File: src/rtl/xt_pkg.sv
// Shared types and default widths for the x_t buffer loader.
package xt_pkg;

    localparam int unsigned DATA_W    = 16;
    localparam int unsigned TILE_SIZE = 4;
    localparam int unsigned ADDR_W    = 6;
    localparam int unsigned WORD_W    = TILE_SIZE * DATA_W;
    localparam int unsigned LANE_W    = (TILE_SIZE > 1) ? $clog2(TILE_SIZE) : 1;

    typedef enum logic [1:0] {
        ST_IDLE = 2'd0,
        ST_LOAD = 2'd1,
        ST_DONE = 2'd2
    } state_e;

    typedef logic [WORD_W-1:0] word_t;

endpackage

File: src/rtl/xt_lane_packer.sv
// Collects elements into TILE_SIZE lanes; flags a finished word and clears the
// lanes so unfilled lanes of a flushed partial word read as zero.
module xt_lane_packer
    import xt_pkg::*;
(
    input  logic              clk,
    input  logic              rst_n,
    input  logic              clear,
    input  logic              push,
    input  logic              flush,
    input  logic [DATA_W-1:0] data,
    output logic [LANE_W-1:0] lane_cnt,
    output logic              word_done_c,
    output logic [WORD_W-1:0] word_c
);

    logic [TILE_SIZE-1:0][DATA_W-1:0] lanes;
    logic [TILE_SIZE-1:0][DATA_W-1:0] merged;
    logic                             last_lane_c;

    assign last_lane_c = (lane_cnt == LANE_W'(TILE_SIZE - 1));
    assign word_done_c = push & (flush | last_lane_c);

    // Word as it will look once the incoming element lands in its lane
    always_comb begin
        merged           = lanes;
        merged[lane_cnt] = data;
        word_c           = WORD_W'(merged);
    end

    always_ff @(posedge clk or negedge rst_n) begin
        if (!rst_n) begin
            lanes    <= '0;
            lane_cnt <= '0;
        end else if (clear || word_done_c) begin
            lanes    <= '0;
            lane_cnt <= '0;
        end else if (push) begin
            lanes[lane_cnt] <= data;
            lane_cnt        <= lane_cnt + 1'b1;
        end
    end

endmodule

File: src/rtl/xt_stream_loader.sv
// Streams x_t elements into the x_t buffer, one frame per start command.
// Optional running checksum enabled by defining XT_LOADER_CHKSUM_EN.
module xt_stream_loader
    import xt_pkg::*;
#(
    parameter int unsigned FRAME_WORDS = 64
) (
    input  logic              clk,
    input  logic              rst_n,
    input  logic              start,
    input  logic              s_valid,
    input  logic [DATA_W-1:0] s_data,
    input  logic              s_last,
    output logic              s_ready,
    output logic              wr_en,
    output logic [ADDR_W-1:0] wr_addr,
    output logic [WORD_W-1:0] wr_data,
    output logic              busy,
    output logic              done,
    output logic              err_short,
    output logic [DATA_W-1:0] chksum
);

    state_e              state;
    logic [ADDR_W-1:0]   word_cnt;
    logic [LANE_W-1:0]   lane_cnt;
    logic                word_done_c;
    word_t               word_c;
    logic                hs_c;
    logic                clear_c;
    logic                frame_end_c;
    logic                early_c;

    assign s_ready     = (state == ST_LOAD);
    assign hs_c        = s_ready & s_valid;
    assign clear_c     = (state == ST_IDLE) & start;
    assign frame_end_c = hs_c & (word_cnt == ADDR_W'(FRAME_WORDS - 1))
                       & (lane_cnt == LANE_W'(TILE_SIZE - 1));
    assign early_c     = hs_c & s_last & ~frame_end_c;

    xt_lane_packer u_packer (
        .clk         (clk),
        .rst_n       (rst_n),
        .clear       (clear_c),
        .push        (hs_c),
        .flush       (s_last),
        .data        (s_data),
        .lane_cnt    (lane_cnt),
        .word_done_c (word_done_c),
        .word_c      (word_c)
    );

    // Frame FSM with registered write port and status
    always_ff @(posedge clk or negedge rst_n) begin
        if (!rst_n) begin
            state     <= ST_IDLE;
            word_cnt  <= '0;
            wr_en     <= 1'b0;
            wr_addr   <= '0;
            wr_data   <= '0;
            busy      <= 1'b0;
            done      <= 1'b0;
            err_short <= 1'b0;
        end else begin
            wr_en <= 1'b0;
            done  <= 1'b0;
            case (state)
                ST_IDLE: begin
                    if (start) begin
                        state     <= ST_LOAD;
                        word_cnt  <= '0;
                        err_short <= 1'b0;
                        busy      <= 1'b1;
                    end
                end
                ST_LOAD: begin
                    if (word_done_c) begin
                        wr_en    <= 1'b1;
                        wr_addr  <= word_cnt;
                        wr_data  <= word_c;
                        word_cnt <= word_cnt + 1'b1;
                    end
                    if (frame_end_c || early_c) begin
                        state <= ST_DONE;
                        done  <= 1'b1;
                    end
                    if (early_c) begin
                        err_short <= 1'b1;
                    end
                end
                ST_DONE: begin
                    state <= ST_IDLE;
                    busy  <= 1'b0;
                end
                default: begin
                    state <= ST_IDLE;
                    busy  <= 1'b0;
                end
            endcase
        end
    end

`ifdef XT_LOADER_CHKSUM_EN
    // Wrapping sum of accepted elements, cleared on start
    always_ff @(posedge clk or negedge rst_n) begin
        if (!rst_n) begin
            chksum <= '0;
        end else if (clear_c) begin
            chksum <= '0;
        end else if (hs_c) begin
            chksum <= chksum + s_data;
        end
    end
`else
    assign chksum = '0;
`endif

endmodule

File: config.mk
export PLATFORM = sky130hd
export DESIGN_NAME = xt_stream_loader
export DESIGN_NICKNAME = d
export VERILOG_FILES = /design/src/rtl/xt_pkg.sv /design/src/rtl/xt_lane_packer.sv /design/src/rtl/xt_stream_loader.sv
export SDC_FILE = /design/constraint.sdc
export NUM_CORES = 1
export LEC_CHECK = 0
export BUFFER_PORTS_ARGS = -buffer_cell sky130_fd_sc_hd__buf_2
export CORE_UTILIZATION = 28
export CTS_CLUSTER_DIAMETER = 200
export CTS_CLUSTER_SIZE = 24
export DETAILED_ROUTE_END_ITERATION = 7
export PLACE_DENSITY = 0.46
export SLEW_MARGIN = 20
export SYNTH_ARGS = -nofsm -noshare
export SYNTH_HDL_FRONTEND = slang
export SYNTH_SLANG_ARGS = --single-unit
File: constraint.sdc
create_clock -name clk -period 1.55 [get_ports clk]
set_input_delay 0.0775 -clock clk [delete_from_list [all_inputs] [get_ports clk]]
set_output_delay 0.0775 -clock clk [all_outputs]
set_load 0.02 [all_outputs]
==> run_results.csv, run 1 <==
group,metric,value,unit
outcome,status,"finished, violations left",
outcome,violations,"negative setup slack",
routing,ant_nets,0,
clock_tree,clockBufferDepth,2,
timing,setup_viol,108,
routing,drtIter0Drc,227,
timing,finalCritPeriodShare,1.08,
routing,avgRoutedWirePerCell,20.1,microns
grt,grt_overflow_total,0,
die,chipWidth,153,microns
layout,antennaDiodeCount,0,
logic_synthesis,async_reset_ff_frac,1.00,
logic_synthesis,syn_inst,537,
timing,hold_viol_final,0,
timing,skew,0.00635,ns
grt,grt_first_pass_wirelength,28600,microns
timing,fin_crit,1.67,ns
grt,antenna_found_initial,0,
hold_path,hp-class,"in -> reg",
timing,setup_ws,-0.120,ns
place,place_hpwl,12000,microns
clock_tree,clockRootBuffer,"clkbuf_16",
die,rows,55,
power_and_ir_drop,leakage,4.12,nW
logic_synthesis,synth_cell_types,38,
timing,slew_violations,0,
clock_tree,clk_latency,0.42,ns
setup_path,rr_startpoint,"u_packer.lane_cnt[1]",
die,floorplan.initialDensity,0.284,
clock_tree,htree_levels,4,
grt,first_global_vias,4927,
layout,syn2layout_area_growth,37.0,%
die,die_h,153,microns
grt,grt_use_total,0.160,
power_and_ir_drop,power,15.9,mW
setup_path,crit_start,"u_packer.lane_cnt[1]",
layout,final_common_cell,"dfrtp_1",
setup_path,crit_required,1.91,ns
logic_synthesis,synth_area,6420,sq um
die,die-area,23500,sq um
setup_path,crit_fanout,16,
logic_synthesis,ys_seq_elements,148,
setup_path,cpMaxStageDelayCell,"dfrtp_1",
clock_tree,tritoncts,"done",
logic_synthesis,synth_warnings,0,
timing,fmax,599,MHz
power_and_ir_drop,powerDensity,1800,nW/um^2
setup_path,worstPathCellList,"buf_4 > ha_2 > buf_4 > o311ai_4 > buf_12 > a22o_1",
setup_path,crit_path_frequent_cell,"buf_4",
timing,rsz0062_at_grt,"yes",
grt,grt_max_degree,50,
setup_path,arrival,2.03,ns
run,drv_cap,0,
hold_path,hp-start,"s_data[2]",
routing,viasPerCell,4.96,
die,ios,112,
layout,most-common-layout-cells,"dfrtp_1, buf_2, o21ai_0",
place,place.gp.congestion,0.737,
clock_tree,path_clk_slew,0.06,ns
power_and_ir_drop,ir_drop,993,uV
setup_path,crit_path_start_kind,"flop",
clock_tree,cts_buffers,17,
layout,nNetsFinal,695,
place,portBuffers,95,
layout,layout-drive-gt1-share,0.393,
setup_path,slowest_delay,0.43,ns
logic_synthesis,yosysSeqAreaShare,0.577,
routing,wl,19400,microns
die,core,22600,sq um
logic_synthesis,syn_area_per_cell,12.0,sq um
timing,fin_tns_setup,-5.88,ns
setup_path,critPathCaptureType,"flop",
setup_path,critPathKind,"reg -> reg",
routing,drc,0,
clock_tree,numClockSinks,148,
place,dp.cells,913,
layout,fin_cells,965,
logic_synthesis,synth_ff_type,"dfrtp_1",
routing,first_pass_iters,4,
logic_synthesis,synth_edf_count,0,
routing,vias,4782,
[critical path: cells and delay by family, from the launching register on]
family	cells	cell delay, ns
compound gates	2	0.49
buf+inv	3	0.50
fa+ha+maj	1	0.20
flops	1	0.43
[final cells by class]
class / instances / area (sq um)
Tap cell: 285 / 357
Multi-Input combinational cell: 340 / 2770
Clock inverter: 9 / 129
Sequential cell: 148 / 3700
Timing Repair Buffer: 157 / 1340
Inverter: 5 / 25.0
Fill cell: 2154 / 13800
Clock buffer: 21 / 470
[per-stage QoR]
step / setup slack (ns) / hold WS (ns) / util / cell area (sq um)
2_1_floorplan: -0.0586 / -0.218 / - / 6520
4_1_cts: -0.142 / 0.0307 / 0.361 / 8140
6_report: -0.120 / 0.0466 / 0.390 / 8800
3_5_place_dp: -0.216 / 0.0622 / 0.330 / 7450
3_3_place_gp: -0.134 / 0.0536 / 0.330 / 7450
5_1_grt: -0.173 / 0.0482 / 0.390 / 8800
[worst paths after layout]
kind	end	slack (ns)	cells after the start
min	u_packer.lanes[2]	0.05	2
max reg2reg	u_packer.lanes[37]	-0.12	6
min reg2reg	u_packer.lanes[61]	0.49	1
min in group asynchronous	wr_data[28]	0.17	2
max	u_packer.lanes[37]	-0.12	6
max in group asynchronous	wr_en	0.78	3
[report_power, final]
| group | internal (mW) | switching [mW] |
|---|---|---|
| logic | 2.73 | 3.50 |
| registers | 4.81 | 0.601 |
| clock network | 2.64 | 1.59 |
[sequential cells by signal, indices dropped and copies added (netlist names)]
| name | cells |
|---|---|
| err_short | 1 |
| wr_addr | 6 |
| word_cnt | 6 |
| state | 2 |
| wr_data | 64 |
| done | 1 |
| wr_en | 1 |
| busy | 1 |
| u_packer.lanes | 64 |
| u_packer.lane_cnt | 2 |
[cells by family after synthesis]
logic type / synth area share
AOI/OAI and AO/OA: 0.195
buffers and inverters: 0.0552
adders and majority gates: 0.00974
muxes: 0.117
other: 0.000584
DFF: 0.577
and+or+nand+nor: 0.0458
[routing by layer]
metal  vias to the layer above  GRT usage  part of all wire
met3                        15     0.0284             0.041
li1                       2177          -                 -
met5                         -          0                 0
met1                      2476      0.214              0.47
met2                       114      0.262              0.48
met4                         0     0.0514            0.0096
[what timing repair did]
action | in CTS | in global routing
endpoints found under the setup margin | 138 | 142
resized for setup | 45 | 125
pin swaps | 1 | 43
buffers inserted | 1 | 9
endpoints found under the hold margin | 76 | 0
hold buffers | 3 | 0
cloned | 0 | 9
[Yosys cell counts, drive strengths merged (2+ instances only)]
cell type	instances	share of area
o21ai	131	0.10
nand2	11	0.0068
o21a	2	0.0023
o211ai	3	0.0035
nand2b	3	0.0029
mux2	8	0.014
buf	36	0.038
and2	16	0.016
clkbuf	23	0.014
a22o	48	0.065
ha	5	0.0097
and3	3	0.0029
nor2	2	0.0012
o311ai	3	0.012
dfrtp	148	0.58
nand3	6	0.0047
a21oi	4	0.0037
inv	5	0.0029
mux2i	66	0.10
or3b	2	0.0027
Note: power is estimated with default switching activity, not from simulation.
==> run 2, diff against run 1 <==
PLACE_DENSITY = 0.45   (was 0.46)
clock period = 2 ns   (was 1.55 ns; I/O delays follow)
==> run 2 against run 1 <==
  * The flow now finishes without violations
  * Combinational power decreased by 43%
  * Via count is 4.0% lower
  * Core utilization down 4.4 points
  * Critical path depth shrank 1
  * Global-route usage fell by 0.58 points
  * First-iteration DRC count increased by 23%
  * Cell area fell by 11%
  * Clock skew up 0.0038 ns
  * Flip-flop and latch count unchanged
  * Count of clock-buffer cells in the layout grew 2
  * Hold slack got worse by 0.034 ns
  * Wire length is 12% lower
  * Largest power group is now registers
==> run_results.csv, run 2 (synthesis results as in run 1) <==
group,metric,value,unit
die,rows,55,
layout,syn2layout_area_growth,21.5,%
timing,setup_viol,0,
die,die_h,153,microns
timing,setup_ws,0.108,ns
timing,relSlewSlack,0.574,
routing,ant_nets,0,
timing,fin_crit,1.89,ns
clock_tree,htree_levels,4,
die,chipWidth,153,microns
grt,grt_overflow_total,0,
setup_path,slowest_delay,0.42,ns
timing,slew_violations,0,
timing,finalCritPeriodShare,0.946,
setup_path,cp-endpoint,"wr_data[25]",
power_and_ir_drop,power,11.0,mW
layout,antennaDiodeCount,0,
place,dp.cells,894,
routing,avgRoutedWirePerCell,18.4,microns
setup_path,crit_required,2.29,ns
setup_path,crit_cells,5,
setup_path,critPathKind,"reg -> reg",
setup_path,rr_startpoint,"u_packer.lane_cnt[0]",
routing,viasPerCell,4.95,
clock_tree,post_cts_buffers,0,
layout,ff_latch_area,3700,sq um
routing,first_pass_iters,4,
place,place.gp.congestion,0.738,
timing,rsz0062_at_grt,"yes",
grt,antenna_found_initial,0,
outcome,status,"finished clean",
setup_path,r2r_cells,5,
routing,drtIter0Drc,280,
clock_tree,clockRootBuffer,"clkbuf_16",
routing,vias,4593,
layout,final_util,0.345,
routing,wl,17100,microns
power_and_ir_drop,ir_drop,605,uV
setup_path,path_delay_family,"simple AND/OR/NAND/NOR gates",
grt,grt_first_pass_wirelength,27900,microns
setup_path,cpMaxStageDelayCell,"dfrtp_1",
clock_tree,clockBufferDepth,2,
setup_path,worstPathCellList,"ha_1 > or2_1 > nand2_2 > buf_4 > o21ai_0",
setup_path,r2r_end,"wr_data[25]",
die,core,22600,sq um
place,placed_area,7180,sq um
setup_path,crit_fanout,33,
setup_path,arrival,2.18,ns
timing,fmax,528,MHz
clock_tree,cts_buffers,17,
layout,multiInputGateArea,2430,sq um
clock_tree,clk_latency,0.42,ns
timing,hold_viol_final,0,
place,place_hpwl,11300,microns
setup_path,crit_path_start_kind,"flop",
power_and_ir_drop,powerDensity,1410,nW/um^2
clock_tree,path_clk_slew,0.06,ns
setup_path,crit_start,"u_packer.lane_cnt[0]",
place,dp_slack,0.0989,ns
layout,final_common_cell,"dfrtp_1",
routing,drc,0,
grt,grt_max_degree,68,
hold_path,hp-class,"in -> reg",
layout,final_area,7800,sq um
clock_tree,tritoncts,"done",
power_and_ir_drop,leakage,3.71,nW
setup_path,path_buf_inv,1,
layout,most-common-layout-cells,"dfrtp_1, o21ai_0, buf_2",
setup_path,ff2ff_setup_slack,0.11,ns
die,ios,112,
grt,first_global_vias,4737,
clock_tree,numClockSinks,148,
layout,layout-drive-gt1-share,0.255,
layout,fill_cells,2277,
run,drv_cap,0,
layout,fin_cells,928,
timing,worstMarginPinSlew,0.639,ns
setup_path,critPathCaptureType,"flop",
die,die-area,23500,sq um
place,portBuffers,95,
die,floorplan.initialDensity,0.284,
layout,top_regs,"u_packer.lanes x64, wr_data x64",
layout,nNetsFinal,656,
grt,grt_use_total,0.154,
timing,skew,0.0101,ns
==> run 2: changes by cell type in the layout (fill, tap and decap cells not counted), sizes merged <==
cell	change
buf	-32
inv	+5
clkbuf	-4
clkinv	-3
bufinv	-1
clkinvlp	-1
dlygate4sd3	-1
==> run 2: repair_timing <==
item                                    4_1_cts  5_1_grt
gates resized for setup                       0        2
endpoints found under the setup margin        0       49
hold buffers                                  2        0
hold endpoints to repair                     51        0
==> run 2: per-stage QoR <==
| stage | hold slack, ns | setup TNS [ns] |
|---|---|---|
| floorplan | -0.196 | 0 |
| global placement | 0.0964 | 0 |
| detailed placement | 0.103 | 0 |
| CTS | 0.00114 | 0 |
| global route | 0.0225 | -0.203 |
| finish | 0.0124 | 0 |
==> run 2: routing by layer <==
metal	global-route usage	vias to the layer above	wire [microns]
met1	0.216	2326	8230
met3	0.0357	19	889
met2	0.230	140	7630
met4	0.0629	0	321
met5	0	-	0
li1	-	2108	-
==> run 2: tightest hold or removal path, delay by kind of cell <==
family                 cells  cell delay, ns
AO/OA/AOI/OAI              1            0.06
AND/OR/NAND/NOR            1            0.06
buffers and inverters      1            0.16
==> run 2: layout make-up <==
type                       instances  area share
sequential                       148       0.475
multi-input combinational        340       0.311
timing repair buffer             118      0.0894
clock buffer                      23      0.0613
tap                              285      0.0457
clock inverter                     9      0.0148
inverter                           5     0.00241
==> run 2: where the power goes <==
| part | switching [mW] | total (mW) | leakage [nW] | internal [mW] |
|---|---|---|---|---|
| Combinational | 2.25 | 3.57 | 1.42 | 1.33 |
| Clock | 1.25 | 3.21 | 0.285 | 1.95 |
| Sequential | 0.456 | 4.18 | 2.01 | 3.72 |
==> run 2: worst min-delay path by stage <==
stage,from,end,cells after the start
after floorplan,rst_n,busy,0
after global placement,rst_n,wr_en,1
after detailed placement,rst_n,wr_addr[0],1
after CTS,s_last,err_short,3
after global routing,s_data[7],u_packer.lanes[7],2
final,s_last,err_short,3
